==> src/rtl/olr_pkg.sv <==
// Shared defaults and FSM encoding for the OLR ingress arbiter slice.
package olr_pkg;

    localparam int unsigned HDR_W_DEF = 35;
    localparam int unsigned PLD_W_DEF = 32;
    localparam int unsigned CS_W_DEF  = 4;

    typedef enum logic [1:0] {
        IDLE  = 2'd0,
        HDR   = 2'd1,
        PLD   = 2'd2,
        DRAIN = 2'd3
    } arb_state_t;

endpackage

==> src/rtl/olr_ingress_arb_if.sv <==
// Requester-side and OLR-side handshake bundle of the ingress arbiter.
interface olr_ingress_arb_if
    import olr_pkg::*;
#(
    parameter int unsigned NREQ  = 4,
    parameter int unsigned HDR_W = HDR_W_DEF,
    parameter int unsigned PLD_W = PLD_W_DEF,
    parameter int unsigned CS_W  = CS_W_DEF
);

    logic [NREQ-1:0]       req_valid;
    logic [NREQ*HDR_W-1:0] req_hdr;
    logic [NREQ*CS_W-1:0]  req_cs;
    logic [NREQ-1:0]       req_has_pld;
    logic [NREQ-1:0]       req_hdr_ready;
    logic [NREQ-1:0]       pld_valid;
    logic [NREQ*PLD_W-1:0] pld_data;
    logic [NREQ-1:0]       pld_last;
    logic [NREQ-1:0]       pld_ready;

    logic [HDR_W-1:0]      header_out;
    logic [CS_W-1:0]       cs_out;
    logic                  hdr_out_valid;
    logic                  hdr_out_ready;
    logic [PLD_W-1:0]      payload_out;
    logic                  pld_out_valid;
    logic                  pld_out_ready;

    logic [NREQ-1:0]       grant;
    logic                  busy;
    logic                  len_err;

    // Requesters plus downstream sink.
    modport master (
        output req_valid, req_hdr, req_cs, req_has_pld,
        output pld_valid, pld_data, pld_last,
        output hdr_out_ready, pld_out_ready,
        input  req_hdr_ready, pld_ready,
        input  header_out, cs_out, hdr_out_valid,
        input  payload_out, pld_out_valid,
        input  grant, busy, len_err
    );

    // The arbiter itself.
    modport slave (
        input  req_valid, req_hdr, req_cs, req_has_pld,
        input  pld_valid, pld_data, pld_last,
        input  hdr_out_ready, pld_out_ready,
        output req_hdr_ready, pld_ready,
        output header_out, cs_out, hdr_out_valid,
        output payload_out, pld_out_valid,
        output grant, busy, len_err
    );

endinterface

==> src/rtl/olr_rr_arbiter.sv <==
// Combinational rotate-priority picker: first set req bit at or above ptr, wrapping.
module olr_rr_arbiter #(
    parameter int unsigned NREQ  = 4,
    parameter int unsigned PTR_W = (NREQ > 1) ? $clog2(NREQ) : 1
) (
    input  logic [NREQ-1:0]  req,
    input  logic [PTR_W-1:0] ptr,
    output logic [NREQ-1:0]  gnt,
    output logic             any
);

    logic [PTR_W-1:0] idx;

    always_comb begin
        gnt = '0;
        any = 1'b0;
        idx = '0;
        for (int unsigned i = 0; i < NREQ; i++) begin
            idx = PTR_W'((32'(ptr) + i) % NREQ);
            if (!any && req[idx]) begin
                gnt[idx] = 1'b1;
                any      = 1'b1;
            end
        end
    end

endmodule

==> src/rtl/olr_ingress_arb.sv <==
// Packet-granular round-robin arbiter in front of OLR_Ingress; truncates and
// drains payload bursts longer than MAX_PLD.
module olr_ingress_arb
    import olr_pkg::*;
#(
    parameter int unsigned NREQ    = 4,
    parameter int unsigned HDR_W   = HDR_W_DEF,
    parameter int unsigned PLD_W   = PLD_W_DEF,
    parameter int unsigned CS_W    = CS_W_DEF,
    parameter int unsigned MAX_PLD = 16
) (
    input logic               clk,
    input logic               reset,
    olr_ingress_arb_if.slave  bus
);

    localparam int unsigned PTR_W = $clog2(NREQ);
    localparam int unsigned CNT_W = $clog2(MAX_PLD) + 1;

    arb_state_t       state, state_d;
    logic [PTR_W-1:0] rr_ptr, rr_ptr_d;
    logic [NREQ-1:0]  grant_r, grant_d;
    logic [CNT_W-1:0] beat_cnt, beat_cnt_d;
    logic             len_err_r, len_err_d;

    logic [NREQ-1:0]  arb_gnt;
    logic             arb_any;

    logic [HDR_W-1:0] sel_hdr;
    logic [CS_W-1:0]  sel_cs;
    logic [PLD_W-1:0] sel_data;
    logic [PTR_W-1:0] rr_next;
    logic             sel_valid, sel_has_pld, sel_pld_valid, sel_pld_last;
    logic             hdr_hs, pld_hs, drain_hs, at_max;

    olr_rr_arbiter #(
        .NREQ  (NREQ),
        .PTR_W (PTR_W)
    ) u_rr (
        .req (bus.req_valid),
        .ptr (rr_ptr),
        .gnt (arb_gnt),
        .any (arb_any)
    );

    // Muxing is keyed on the one-hot grant, so no owner index register is kept.
    always_comb begin
        sel_hdr  = '0;
        sel_cs   = '0;
        sel_data = '0;
        rr_next  = '0;
        for (int unsigned i = 0; i < NREQ; i++) begin
            if (grant_r[i]) begin
                sel_hdr  = bus.req_hdr[i*HDR_W +: HDR_W];
                sel_cs   = bus.req_cs[i*CS_W +: CS_W];
                sel_data = bus.pld_data[i*PLD_W +: PLD_W];
                rr_next  = (i == NREQ - 1) ? '0 : PTR_W'(i + 1);
            end
        end
    end

    assign sel_valid     = |(bus.req_valid   & grant_r);
    assign sel_has_pld   = |(bus.req_has_pld & grant_r);
    assign sel_pld_valid = |(bus.pld_valid   & grant_r);
    assign sel_pld_last  = |(bus.pld_last    & grant_r);

    assign hdr_hs   = (state == HDR)   && sel_valid     && bus.hdr_out_ready;
    assign pld_hs   = (state == PLD)   && sel_pld_valid && bus.pld_out_ready;
    assign drain_hs = (state == DRAIN) && sel_pld_valid;
    assign at_max   = (beat_cnt == CNT_W'(MAX_PLD - 1));

    always_ff @(posedge clk) begin
        if (reset) begin
            state     <= IDLE;
            rr_ptr    <= '0;
            grant_r   <= '0;
            beat_cnt  <= '0;
            len_err_r <= 1'b0;
        end else begin
            state     <= state_d;
            rr_ptr    <= rr_ptr_d;
            grant_r   <= grant_d;
            beat_cnt  <= beat_cnt_d;
            len_err_r <= len_err_d;
        end
    end

    always_comb begin
        state_d    = state;
        rr_ptr_d   = rr_ptr;
        grant_d    = grant_r;
        beat_cnt_d = beat_cnt;
        len_err_d  = 1'b0;
        case (state)
            IDLE: begin
                if (arb_any) begin
                    grant_d = arb_gnt;
                    state_d = HDR;
                end
            end
            HDR: begin
                if (hdr_hs) begin
                    if (sel_has_pld) begin
                        state_d    = PLD;
                        beat_cnt_d = '0;
                    end else begin
                        state_d  = IDLE;
                        grant_d  = '0;
                        rr_ptr_d = rr_next;
                    end
                end
            end
            PLD: begin
                if (pld_hs) begin
                    beat_cnt_d = beat_cnt + CNT_W'(1);
                    // A last word on the final allowed beat is a normal completion.
                    if (sel_pld_last) begin
                        state_d  = IDLE;
                        grant_d  = '0;
                        rr_ptr_d = rr_next;
                    end else if (at_max) begin
                        len_err_d = 1'b1;
                        state_d   = DRAIN;
                    end
                end
            end
            DRAIN: begin
                if (drain_hs && sel_pld_last) begin
                    state_d  = IDLE;
                    grant_d  = '0;
                    rr_ptr_d = rr_next;
                end
            end
            default: begin
                state_d = IDLE;
                grant_d = '0;
            end
        endcase
    end

    always_comb begin
        bus.req_hdr_ready = '0;
        bus.pld_ready     = '0;
        bus.header_out    = '0;
        bus.cs_out        = '0;
        bus.hdr_out_valid = 1'b0;
        bus.payload_out   = '0;
        bus.pld_out_valid = 1'b0;
        case (state)
            HDR: begin
                bus.header_out    = sel_hdr;
                bus.cs_out        = sel_cs;
                bus.hdr_out_valid = sel_valid;
                bus.req_hdr_ready = grant_r & {NREQ{bus.hdr_out_ready}};
            end
            PLD: begin
                bus.payload_out   = sel_data;
                bus.pld_out_valid = sel_pld_valid;
                bus.pld_ready     = grant_r & {NREQ{bus.pld_out_ready}};
            end
            DRAIN: begin
                bus.pld_ready = grant_r;
            end
            default: ;
        endcase
    end

    assign bus.grant   = grant_r;
    assign bus.busy    = (state != IDLE);
    assign bus.len_err = len_err_r;

endmodule

==> src/flat_wrapper.sv <==
// flat-port wrapper written by rule: the top's interface ports become plain ports
module olr_ingress_arb_flat import olr_pkg::*;
#(
    parameter int unsigned NREQ    = 4,
    parameter int unsigned HDR_W   = HDR_W_DEF,
    parameter int unsigned PLD_W   = PLD_W_DEF,
    parameter int unsigned CS_W    = CS_W_DEF,
    parameter int unsigned MAX_PLD = 16
)
  (clk, reset, bus_req_valid, bus_req_hdr, bus_req_cs, bus_req_has_pld, bus_pld_valid, bus_pld_data, bus_pld_last, bus_hdr_out_ready, bus_pld_out_ready, bus_req_hdr_ready, bus_pld_ready, bus_header_out, bus_cs_out, bus_hdr_out_valid, bus_payload_out, bus_pld_out_valid, bus_grant, bus_busy, bus_len_err);
  olr_ingress_arb_if #(.NREQ(NREQ), .HDR_W(HDR_W), .PLD_W(PLD_W), .CS_W(CS_W)) bus_i ();
  input logic clk;
  input logic reset;
  input wire logic [$bits(bus_i.req_valid)-1:0] bus_req_valid;
  input wire logic [$bits(bus_i.req_hdr)-1:0] bus_req_hdr;
  input wire logic [$bits(bus_i.req_cs)-1:0] bus_req_cs;
  input wire logic [$bits(bus_i.req_has_pld)-1:0] bus_req_has_pld;
  input wire logic [$bits(bus_i.pld_valid)-1:0] bus_pld_valid;
  input wire logic [$bits(bus_i.pld_data)-1:0] bus_pld_data;
  input wire logic [$bits(bus_i.pld_last)-1:0] bus_pld_last;
  input wire logic [$bits(bus_i.hdr_out_ready)-1:0] bus_hdr_out_ready;
  input wire logic [$bits(bus_i.pld_out_ready)-1:0] bus_pld_out_ready;
  output wire logic [$bits(bus_i.req_hdr_ready)-1:0] bus_req_hdr_ready;
  output wire logic [$bits(bus_i.pld_ready)-1:0] bus_pld_ready;
  output wire logic [$bits(bus_i.header_out)-1:0] bus_header_out;
  output wire logic [$bits(bus_i.cs_out)-1:0] bus_cs_out;
  output wire logic [$bits(bus_i.hdr_out_valid)-1:0] bus_hdr_out_valid;
  output wire logic [$bits(bus_i.payload_out)-1:0] bus_payload_out;
  output wire logic [$bits(bus_i.pld_out_valid)-1:0] bus_pld_out_valid;
  output wire logic [$bits(bus_i.grant)-1:0] bus_grant;
  output wire logic [$bits(bus_i.busy)-1:0] bus_busy;
  output wire logic [$bits(bus_i.len_err)-1:0] bus_len_err;
  assign bus_i.req_valid = bus_req_valid;
  assign bus_i.req_hdr = bus_req_hdr;
  assign bus_i.req_cs = bus_req_cs;
  assign bus_i.req_has_pld = bus_req_has_pld;
  assign bus_i.pld_valid = bus_pld_valid;
  assign bus_i.pld_data = bus_pld_data;
  assign bus_i.pld_last = bus_pld_last;
  assign bus_i.hdr_out_ready = bus_hdr_out_ready;
  assign bus_i.pld_out_ready = bus_pld_out_ready;
  assign bus_req_hdr_ready = bus_i.req_hdr_ready;
  assign bus_pld_ready = bus_i.pld_ready;
  assign bus_header_out = bus_i.header_out;
  assign bus_cs_out = bus_i.cs_out;
  assign bus_hdr_out_valid = bus_i.hdr_out_valid;
  assign bus_payload_out = bus_i.payload_out;
  assign bus_pld_out_valid = bus_i.pld_out_valid;
  assign bus_grant = bus_i.grant;
  assign bus_busy = bus_i.busy;
  assign bus_len_err = bus_i.len_err;
  olr_ingress_arb #(.NREQ(NREQ), .HDR_W(HDR_W), .PLD_W(PLD_W), .CS_W(CS_W), .MAX_PLD(MAX_PLD)) u_core (.clk(clk), .reset(reset), .bus(bus_i));
endmodule
==> config.mk <==
export PLATFORM = sky130hd
export DESIGN_NAME = olr_ingress_arb_flat
export DESIGN_NICKNAME = d
export VERILOG_FILES = /design/src/rtl/olr_pkg.sv /design/src/rtl/olr_ingress_arb_if.sv /design/src/rtl/olr_rr_arbiter.sv /design/src/rtl/olr_ingress_arb.sv /design/src/flat_wrapper.sv
export SDC_FILE = /design/constraint.sdc
export NUM_CORES = 1
export LEC_CHECK = 0
export CORE_AREA = 2 2 151 153
export CTS_BUF_LIST = sky130_fd_sc_hd__clkbuf_2
export CTS_CLUSTER_SIZE = 28
export DETAILED_ROUTE_END_ITERATION = 6
export DIE_AREA = 0 0 153 155
export GPL_ROUTABILITY_DRIVEN = 1
export SLEW_MARGIN = 30
export SYNTH_ARGS = -nofsm -noshare
export SYNTH_HDL_FRONTEND = slang
export SYNTH_SLANG_ARGS = --single-unit
==> constraint.sdc <==
create_clock -name clk -period 2.9 [get_ports clk]
set_clock_uncertainty 0.1 [all_clocks]
set_input_delay 0.58 -clock clk [delete_from_list [all_inputs] [get_ports clk]]
set_output_delay 0.58 -clock clk [all_outputs]
set_load 0.02 [all_outputs]
# --- Yosys cells after proc, flatten, opt, wreduce, memory -nomap -nowiden ---
# Cells that the tools add are included.
word_totals:
  in_bits: 304
  reg_bits: 14
  rom_bits: 0
  out_inout_bits: 87
  ramBits: 0
  n_memories: 0
  latchBits: 0
op_classes:
  addsub: 4
  shifts: 0
  reduce_logical: 29
  div: 0
  bitwise: 11
  magnitude_cmp: 8
  mul: 0
  mux: 73
  n_eq_ne: 12
ops:
  columns: ["operator", "n"]
  rows:
  - ["35-bit two-way mux", 5]
  - ["32-bit two-way mux", 5]
  - ["4-bit two-way mux", 16]
  - ["2-bit two-way mux", 15]
  - ["4-bit AND", 6]
  - ["1-bit two-way mux", 16]
  - ["4-bit one-hot mux with 4 select lines", 1]
  - ["4-bit OR reduction", 4]
  - ["5-bit two-way mux", 3]
  - ["1-bit logical AND", 13]
  - ["2-bit by 3-bit < comparator with 1-bit output (second input constant)", 4]
  - ["4-bit bitwise OR", 3]
  - ["6-bit AND reduction", 2]
  - ["2-bit by 1-bit inequality test with 1-bit output (second input constant)", 5]
  - ["5-bit one-hot mux with 2 select lines", 1]
  - ["1-bit binary-select mux with 2-bit select", 4]
  - ["1-bit demux with 2-bit select", 4]
  - ["2-bit by 1-bit greater-or-equal comparator with 1-bit output (second input constant)", 4]
  - ["2-bit one-hot mux with 4 select lines", 1]
  - ["4-bit one-hot mux with 2 select lines", 1]
  - ["7-bit OR reduction", 1]
  - ["2-bit one-hot mux with 3 select lines", 1]
  - ["5-bit by 1-bit adder with 5-bit output (second input constant)", 1]
  - ["5-bit by 4-bit == test with 1-bit output (second input constant)", 1]
  - ["other kinds (13)", 20]

# --- Depth between registers and ports, before layout ---
# Gate-level depths: netlist of run 1.
depth:
  depth_word: 14
  mapped_depth: 8
  mapped_depth_nobuf: 7

# --- By module ---
# From an unflattened synthesis of run 1, not the netlist that was laid out.
unflattened:
  hier_cells: 588
  hier_area_um2: 3744.8
by_module_without_submodules:
  columns: ["module", "cells_each", "area_each_um2", "n_inst"]
  rows:
  - ["olr_ingress_arb", 526, 3250.6, 1]
  - ["olr_rr_arbiter", 62, 494.2, 1]

# --- Least setup slack after synthesis of run 1 ---
# No wires, ideal clock.
synth_timing:
  path_kind: "reg2reg"
  from: "reg u_core.rr_ptr[0]"
  to: "reg u_core.grant_r[3], in the netlist u_core.bus.grant[3]"
  setup_slack_ns: 0.397
  synth_period_minus_slack_ns: 2.503
  arrival_ns: 2.328
  stages_incl_launch_ff: 9
  required_time_ns: 2.725
  n_path_buf: 1
  cell_sequence: "dfxtp_1 -> buf_2 -> inv_1 -> ha_1 -> or2_2 -> a2111oi_2 -> o211ai_1 -> o221a_2 -> o22ai_1"
synth_via:
  elab_chain_cells: 14
  word_cells_on_any_way: 52
  cone_classes: "add/sub (3); order compare (8); eq/ne (1); mux (26); bitwise (3); reduce/logical (11)"
synth_rtl:
  columns: ["element", "line", "text"]
  rows:
  - ["from (decl)", "olr_ingress_arb.sv:21", "logic [PTR_W-1:0] rr_ptr, rr_ptr_d;"]
  - ["from (signal assigned)", "olr_ingress_arb.sv:81", "rr_ptr <= rr_ptr_d;"]
  - ["parallel branches: the longest is 14 deep, another holds 2-bit by 3-bit < comparator with 1-bit output", null, null]
  - ["to (signal assigned)", "olr_ingress_arb.sv:82", "grant_r <= grant_d;"]
  - ["to (decl)", "olr_ingress_arb.sv:22", "logic [NREQ-1:0] grant_r, grant_d;"]
# Parallel ways; which one is timed is not known. The select of a mux whose other input is x is not followed.
# A chain may end at the register's enable or synchronous reset.

# --- Final worst setup path of run 1 ---
layout_timing:
  from: "in bus_req_valid[1]"
  to: "out bus_hdr_out_valid"
layout_via:
  elab_chain_cells: 3
layout_rtl:
  columns: ["element", "line", "text"]
  rows:
  - ["from (decl)", "flat_wrapper.sv:14", "input wire logic [$bits(bus_i.req_valid)-1:0] bus_req_valid;"]
  - ["4-bit AND", "olr_ingress_arb.sv:62", "assign sel_valid = |(bus.req_valid & grant_r);"]
  - ["4-bit OR reduction", "olr_ingress_arb.sv:62", null]
  - ["1-bit two-way mux", "olr_ingress_arb.sv:149", "case (state)"]
  - ["to (decl)", "flat_wrapper.sv:27", "output wire logic [$bits(bus_i.hdr_out_valid)-1:0] bus_hdr_out_valid;"]
# No other way between the ends.

==> results of run 1 <==
[routing by layer]
layer	vias to the layer above	part of all wire, %	global-route usage, %	routed length [um]
li1	2885	-	-	-
met1	2685	41	21.4	9000
met2	251	51	29.9	11200
met3	27	6.1	2.42	1330
met4	0	1.6	3.13	361
met5	-	0	0	0
[flip-flops by register name, indices dropped and copies added (netlist names)]
signal	count
u_core.bus.len_err	1
u_core.beat_cnt	5
u_core.state	2
u_core.rr_ptr	2
u_core.bus.grant	4
[per-stage QoR]
| step | setup slack (ns) | instance area [um^2] |
|---|---|---|
| after floorplan | 0.397 | 3510 |
| after global placement | -0.124 | 8010 |
| after detailed placement | -0.120 | 8010 |
| after CTS | 0.00437 | 8060 |
| after global routing | 0.0161 | 8210 |
| final | 0.0903 | 8210 |
[worst max path at each step]
stage | startpoint | to | slack (ns) | cells past startpoint
floorplan | u_core.rr_ptr[0] | u_core.bus.grant[3] | 0.40 | 8
global route | u_core.bus.grant[0] | bus_header_out[19] | 0.02 | 8
finish | bus_req_valid[1] | bus_hdr_out_valid | 0.09 | 5
global placement | bus_pld_data[57] | bus_payload_out[25] | -0.12 | 7
detailed placement | bus_pld_data[57] | bus_payload_out[25] | -0.12 | 7
CTS | u_core.bus.grant[1] | bus_payload_out[9] | 0.004 | 7
[final cells by class]
cell class	count	share of cell area, %
clock buffer	3	0.183
clock inverter	1	0.0457
inverter	11	0.503
multi-input combinational	477	36.2
sequential	14	3.55
tap	285	4.34
timing repair buffer	440	55.1
[power by group through the flow]
stage / Sequential (mW) / Clock, mW / Combinational [mW]
after global routing: 0.416 / 0.111 / 6.29
after global placement: 0.449 / 0 / 5.68
after floorplan: 0.324 / 0 / 3.39
final: 0.395 / 0.0957 / 5.76
after detailed placement: 0.451 / 0 / 5.70
after CTS: 0.430 / 0.103 / 5.77
[worst register-to-register path: stages, from the launching register on]
cell and delay (ns):
sky130_fd_sc_hd__dfxtp_1 0.36, sky130_fd_sc_hd__inv_1 0.08, sky130_fd_sc_hd__ha_1 0.37, sky130_fd_sc_hd__or2_2 0.31, sky130_fd_sc_hd__a2111oi_2 0.43, sky130_fd_sc_hd__o211ai_1 0.26, sky130_fd_sc_hd__o221a_2 0.34, sky130_fd_sc_hd__o22ai_1 0.18
[Yosys cell counts, types with 2 or more instances]
cell type	number	share of area (%)
sky130_fd_sc_hd__dfxtp_1	14	8.0
sky130_fd_sc_hd__or2_2	2	0.36
sky130_fd_sc_hd__nor2b_1	73	13
sky130_fd_sc_hd__a21oi_1	82	12
sky130_fd_sc_hd__or3_1	2	0.36
sky130_fd_sc_hd__and3_1	6	1.1
sky130_fd_sc_hd__nor2_1	83	8.9
sky130_fd_sc_hd__inv_1	11	1.2
sky130_fd_sc_hd__nand2_1	6	0.64
sky130_fd_sc_hd__clkbuf_1	53	5.7
sky130_fd_sc_hd__o211ai_1	2	0.43
sky130_fd_sc_hd__a21o_1	2	0.43
sky130_fd_sc_hd__nand3_1	6	0.85
sky130_fd_sc_hd__buf_2	5	0.71
sky130_fd_sc_hd__ha_1	9	3.2
sky130_fd_sc_hd__mux4_2	4	2.6
sky130_fd_sc_hd__o21ai_0	4	0.57
sky130_fd_sc_hd__or4_1	2	0.43
sky130_fd_sc_hd__nor3_1	74	11
sky130_fd_sc_hd__buf_1	4	0.43
sky130_fd_sc_hd__and2_1	4	0.71
sky130_fd_sc_hd__o22ai_1	5	0.89
sky130_fd_sc_hd__a221oi_1	71	18
sky130_fd_sc_hd__a211oi_1	2	0.43
sky130_fd_sc_hd__o221a_2	4	1.3
sky130_fd_sc_hd__a22oi_1	4	0.85
sky130_fd_sc_hd__nand2b_1	10	1.8
sky130_fd_sc_hd__a22o_1	3	0.75
[timing repair]
| item | CTS | global route |
|---|---|---|
| hold buffers | 0 | 0 |
| gates resized for setup | 28 | 49 |
| setup buffers | 4 | 2 |
| endpoints found under the setup margin | 41 | 51 |
| gates cloned | 0 | 0 |
[cells by family after synthesis]
| family | Yosys count |
|---|---|
| DFF | 14 |
| buffers and inverters | 74 |
| adders and majority gates | 9 |
| and+or+nand+nor | 274 |
| muxes | 5 |
| AOI/OAI and AO/OA | 189 |
==> flow_summary.json, run 1 <==
{
  "static-leakage-power_nw": 3.82,
  "worst-path-max-fanout": 7,
  "fin_util_pct": 36.9,
  "syn_area_per_cell_um2": 6.22,
  "ff2ff_setup_slack_ns": 0.39,
  "initialDrtViolationCount": 289,
  "cell_internal_pwr_mw": 3.00,
  "dieArea_mm2": 0.0237,
  "drv_cap": 0,
  "rsz0062_at_grt": "false",
  "hold_ws_ns": 0.401,
  "irDropWorstVdd_mv": 0.293,
  "dp.final_hpwl_mm": 17.0,
  "yosys-mux-area-fraction_pct": 2.88,
  "gp_routability_congestion": 0.856,
  "comb_power_share_pct": 92.2,
  "first_pass_iters": 4,
  "worst_path_largest_cell_delay_ns": 0.61,
  "seqPwrFrac_pct": 6.3,
  "report.final.slew_viol_count": 0,
  "io_buffer_count": 390,
  "grt_start_max_net_pins": 45,
  "dominant_combinational_cell_family_by_area_after_synthesis": "simple AND/OR/NAND/NOR gates",
  "routed_wire_length_per_instance_um": 17.8,
  "post_synth_fa_ha_maj_area_fraction_pct": 3.21,
  "cts.sink_count": 14,
  "drive_above_1_share_pct": 8.03,
  "grt_pass1_vias": 5562,
  "cts.reportedPaths.clkPinSlew_ns": 0.13,
  "route.vias.total": 5848,
  "p_switching_mw": 3.25,
  "cts-buffers-inserted": 3,
  "timing.final.crit_share_pct": 96.9,
  "mostFrequentLayoutCell": "sky130_fd_sc_hd__clkdlybuf4s50_1",
  "worstHoldPathType": "reg2reg",
  "layout_nets": 1260,
  "power.share.clock_pct": 1.5,
  "report.final.setup_viol": 0,
  "placeableCoreArea_mm2": 0.0222,
  "path_cells": "clkdlybuf4s50_1 > a22o_2 > nor2_1 > nor2_1 > clkdlybuf4s50_1",
  "rr_endpoint": "u_core.bus.grant[0]",
  "worst-r2r-cell-count": 7,
  "worstPathBufferInverterCount": 2,
  "synthesis_warning_total": 0,
  "area_of_combinational_cells_with_multiple_inputs_mm2": 0.00297,
  "final_antenna_net_count": 0,
  "worstSetupPathType": "in2out",
  "postSynth.topFlopCell": "sky130_fd_sc_hd__dfxtp_1",
  "synth_xor_area_share_pct": 0,
  "chipWidth_um": 153,
  "timing.slew.headroom_pct": 56.4,
  "ff_latch_area_um2": 292,
  "most-common-layout-cells": "sky130_fd_sc_hd__clkdlybuf4s50_1 (318), sky130_fd_sc_hd__a21oi_1 (82), sky130_fd_sc_hd__nor2_1 (82)",
  "power.density_cell_area_mw_per_mm2": 761,
  "final-hold-violation-count": 0,
  "crit-reg2reg-launch": "u_core.rr_ptr[0]",
  "timing.final.crit_period_ns": 2.81,
  "hp-start": "u_core.beat_cnt[4]",
  "run_status": "finished, final reports clean",
  "cts.path.max_buffers": 2,
  "postSynth.asyncResetShare_pct": 0,
  "cts.root.buffer_cell": "sky130_fd_sc_hd__clkbuf_2",
  "tns_ns": 0,
  "worst-endpoint-required_ns": 2.22,
  "clock.fmax_mhz": 356,
  "initial_core_util_pct": 15.8,
  "critPathArrivalTime_ns": 2.13,
  "antennaDiodeCount": 0,
  "io_pins": 391,
  "hold-path-cell-count": 2,
  "synthToLayoutAreaGrowth_pct": 134,
  "crit_path_end_kind": "primary output",
  "critical_path.top_delay_family": "buffers and inverters",
  "cell_at_the_slowest_stage_of_the_critical_path": "sky130_fd_sc_hd__clkdlybuf4s50_1",
  "timing.critical_path.from_type": "input pin",
  "synth-edff-count": 0,
  "placed_cells_incl_taps": 1221,
  "yosysSeqAreaShare_pct": 7.98,
  "post-route-drc-count": 0,
  "total_power_mw": 6.25,
  "synth_seq_cells": 14,
  "synth_fp_nets": 878,
  "floorplan.rows": 55,
  "swShare_pct": 52.0,
  "layoutNonFillerInstCount": 1231,
  "clock_latency_late_sink_ns": 0.29,
  "grt_first_pass_wirelength_mm": 32.1,
  "filler_cell_count": 2342,
  "netlist_area_mm2": 0.00351,
  "grt_antenna_before_repair": 0,
  "grt_usage_pct": 16.7,
  "synth.distinct_cells": 46,
  "synth-simple-area-share_pct": 40.0,
  "htree_num_levels": 1,
  "tritoncts": "built",
  "synth-compound-area-share_pct": 37.7,
  "worst_hold_path.endpoint": "u_core.beat_cnt[4]",
  "grt-ovfl-total": 0,
  "totalWireLength_mm": 21.9,
  "vias_per_cell": 4.75,
  "netlist_instances": 565,
  "die_h_um": 155,
  "worstMarginPinSlew_ns": 0.652
}
No activity file was read; power rests on OpenSTA's default activity.
==> run 2: changes to the inputs <==
--- a/config.mk
+++ b/config.mk
@@ -11,6 +11,7 @@
 export DETAILED_ROUTE_END_ITERATION = 6
 export DIE_AREA = 0 0 153 155
 export GPL_ROUTABILITY_DRIVEN = 1
+export REMOVE_ABC_BUFFERS = 1
 export SLEW_MARGIN = 30
 export SYNTH_ARGS = -nofsm -noshare
 export SYNTH_HDL_FRONTEND = slang
==> flow_summary.json, run 2 (same netlist as run 1, synthesis figures left out) <==
{
  "cts-buffers-inserted": 3,
  "timing.final.crit_share_pct": 96.4,
  "worstHoldPathType": "reg2reg",
  "gp_routability_congestion": 0.823,
  "drive_above_1_share_pct": 7.77,
  "dp.final_hpwl_mm": 15.9,
  "grt_start_max_net_pins": 67,
  "worst-path-max-fanout": 35,
  "dieArea_mm2": 0.0237,
  "placed_cells_incl_taps": 1218,
  "placeableCoreArea_mm2": 0.0222,
  "cts.reportedPaths.clkPinSlew_ns": 0.14,
  "final_cell_area_mm2": 0.00816,
  "hold_ws_ns": 0.394,
  "cts.path.max_buffers": 2,
  "tritoncts": "built",
  "filler_cell_count": 2322,
  "htree_num_levels": 1,
  "worstSetupPathType": "reg2out",
  "static-leakage-power_nw": 3.82,
  "power.density_cell_area_mw_per_mm2": 749,
  "totalWireLength_mm": 20.8,
  "layout_nets": 1253,
  "clock_latency_late_sink_ns": 0.27,
  "grt-ovfl-total": 0,
  "critPathArrivalTime_ns": 2.12,
  "largest_register_ff_count": 5,
  "layoutNonFillerInstCount": 1224,
  "route.vias.total": 5848,
  "io_pins": 391,
  "timing.final.crit_period_ns": 2.80,
  "routed_wire_length_per_instance_um": 17.0,
  "vias_per_cell": 4.78,
  "first_pass_iters": 4,
  "registers.top_by_ff_count": "u_core.beat_cnt",
  "initial_core_util_pct": 15.8,
  "placedInstanceArea_mm2": 0.00796,
  "post-route-drc-count": 0,
  "die_h_um": 155,
  "initialDrtViolationCount": 406,
  "io_buffer_count": 390,
  "final-hold-violation-count": 0,
  "timing.critical_path.from_type": "flop",
  "worstMarginPinSlew_ns": 0.638,
  "final_antenna_net_count": 0,
  "grt_pass1_vias": 5717,
  "fin_util_pct": 36.7,
  "tns_ns": 0,
  "worst-endpoint-required_ns": 2.22,
  "cts.sink_count": 14,
  "run_status": "finished, final reports clean",
  "cts.root.buffer_cell": "sky130_fd_sc_hd__clkbuf_2",
  "crit_path_end_kind": "primary output",
  "grt_antenna_before_repair": 0,
  "irDropWorstVdd_mv": 0.565,
  "report.final.setup_viol": 0,
  "grt_first_pass_wirelength_mm": 31.4,
  "synthToLayoutAreaGrowth_pct": 132,
  "antennaDiodeCount": 0,
  "grt_usage_pct": 16.1,
  "holdBufCountCts": 0,
  "chipWidth_um": 153,
  "timing.slew.headroom_pct": 57.3,
  "mostFrequentLayoutCell": "sky130_fd_sc_hd__clkdlybuf4s50_1",
  "most-common-layout-cells": "sky130_fd_sc_hd__clkdlybuf4s50_1 (320), sky130_fd_sc_hd__a21oi_1 (82), sky130_fd_sc_hd__nor2_1 (82)",
  "drv_cap": 0,
  "report.final.slew_viol_count": 0,
  "rsz0062_at_grt": "false",
  "floorplan.rows": 55,
  "clock.fmax_mhz": 358
}
run 2: changes by cell type in the layout (fill, tap and decap cells not counted), moves of 2 or more:
cell,previous run,this run
sky130_fd_sc_hd__a221oi_1,70,68
sky130_fd_sc_hd__clkdlybuf4s50_1,318,320
sky130_fd_sc_hd__dfxtp_2,0,2
sky130_fd_sc_hd__buf_12,12,6
sky130_fd_sc_hd__buf_4,36,34
sky130_fd_sc_hd__dlygate4sd2_1,25,19
sky130_fd_sc_hd__a221oi_2,1,3
sky130_fd_sc_hd__buf_16,0,2
sky130_fd_sc_hd__dlymetal6s2s_1,47,51
run 2: power breakdown:
part / switching [mW] / internal (mW) / total, mW
combinational: 3.00 / 2.64 / 5.64
sequential: 0.123 / 0.254 / 0.377
clock: 0.0638 / 0.0300 / 0.0937
total: 3.18 / 2.93 / 6.11
run 2: critical path, cell delays in order, from the launching register on:
cell,delay (ns)
sky130_fd_sc_hd__dfxtp_2,0.39
sky130_fd_sc_hd__nor2b_4,0.18
sky130_fd_sc_hd__buf_12,0.22
sky130_fd_sc_hd__a221oi_1,0.11
sky130_fd_sc_hd__nor3_1,0.14
sky130_fd_sc_hd__a21oi_1,0.06
sky130_fd_sc_hd__nor2_1,0.08
sky130_fd_sc_hd__clkdlybuf4s50_1,0.62
run 2: per-stage QoR:
step           power, mW  setup WS [ns]
4_1_cts             6.12      0.0000837
2_1_floorplan       3.63          -2.38
3_5_place_dp        6.02         -0.111
6_report            6.11          0.104
5_1_grt             6.74       0.000769
3_3_place_gp        6.01         -0.118
run 2: final timing paths:
check	from	cells past startpoint	slack [ns]	endpoint
setup / recovery	u_core.bus.grant[1]	7	0.10	bus_header_out[31]
hold reg to reg	u_core.beat_cnt[4]	2	0.39	u_core.beat_cnt[4]
setup reg to reg	u_core.bus.grant[2]	7	0.44	u_core.rr_ptr[0]
hold / removal	u_core.beat_cnt[4]	2	0.39	u_core.beat_cnt[4]
run 2: final cells by class:
type	count	area [um^2]	share of cell area (%)
clock buffer	3	15.0	0.184
sequential	14	290	3.56
multi-input combinational	477	2990	36.6
inverter	11	41.3	0.506
timing repair buffer	433	4460	54.7
tap	285	357	4.37
clock inverter	1	3.75	0.0460
run 2: timing repair:
item	in CTS	in global routing
resized for setup	23	56
setup endpoints to repair	20	57
pin swaps	0	1
setup buffers	0	2
endpoints found under the hold margin	0	0
run 2: routing by layer:
layer / share of wire [%] / global-route usage [%] / wire length, um / vias up
met4: 1.7 / 3.44 / 345 / 0
li1: - / - / - / 2874
met3: 7.9 / 3.31 / 1640 / 22
met5: 0 / 0 / 0 / -
met1: 42 / 19.7 / 8700 / 2691
met2: 49 / 29.0 / 10200 / 261
==> run 3: changes to the inputs <==
--- a/config.mk
+++ b/config.mk
@@ -5,12 +5,14 @@
 export SDC_FILE = /design/constraint.sdc
 export NUM_CORES = 1
 export LEC_CHECK = 0
+export ABC_CLOCK_PERIOD_IN_PS = 2900
 export CORE_AREA = 2 2 151 153
 export CTS_BUF_LIST = sky130_fd_sc_hd__clkbuf_2
 export CTS_CLUSTER_SIZE = 28
 export DETAILED_ROUTE_END_ITERATION = 6
 export DIE_AREA = 0 0 153 155
 export GPL_ROUTABILITY_DRIVEN = 1
+export HOLD_SLACK_MARGIN = 0.05
 export REMOVE_ABC_BUFFERS = 1
 export SLEW_MARGIN = 30
 export SYNTH_ARGS = -nofsm -noshare
==> results of run 3 <==
The final DEF is identical to that of run 2; final timing and power are the same.
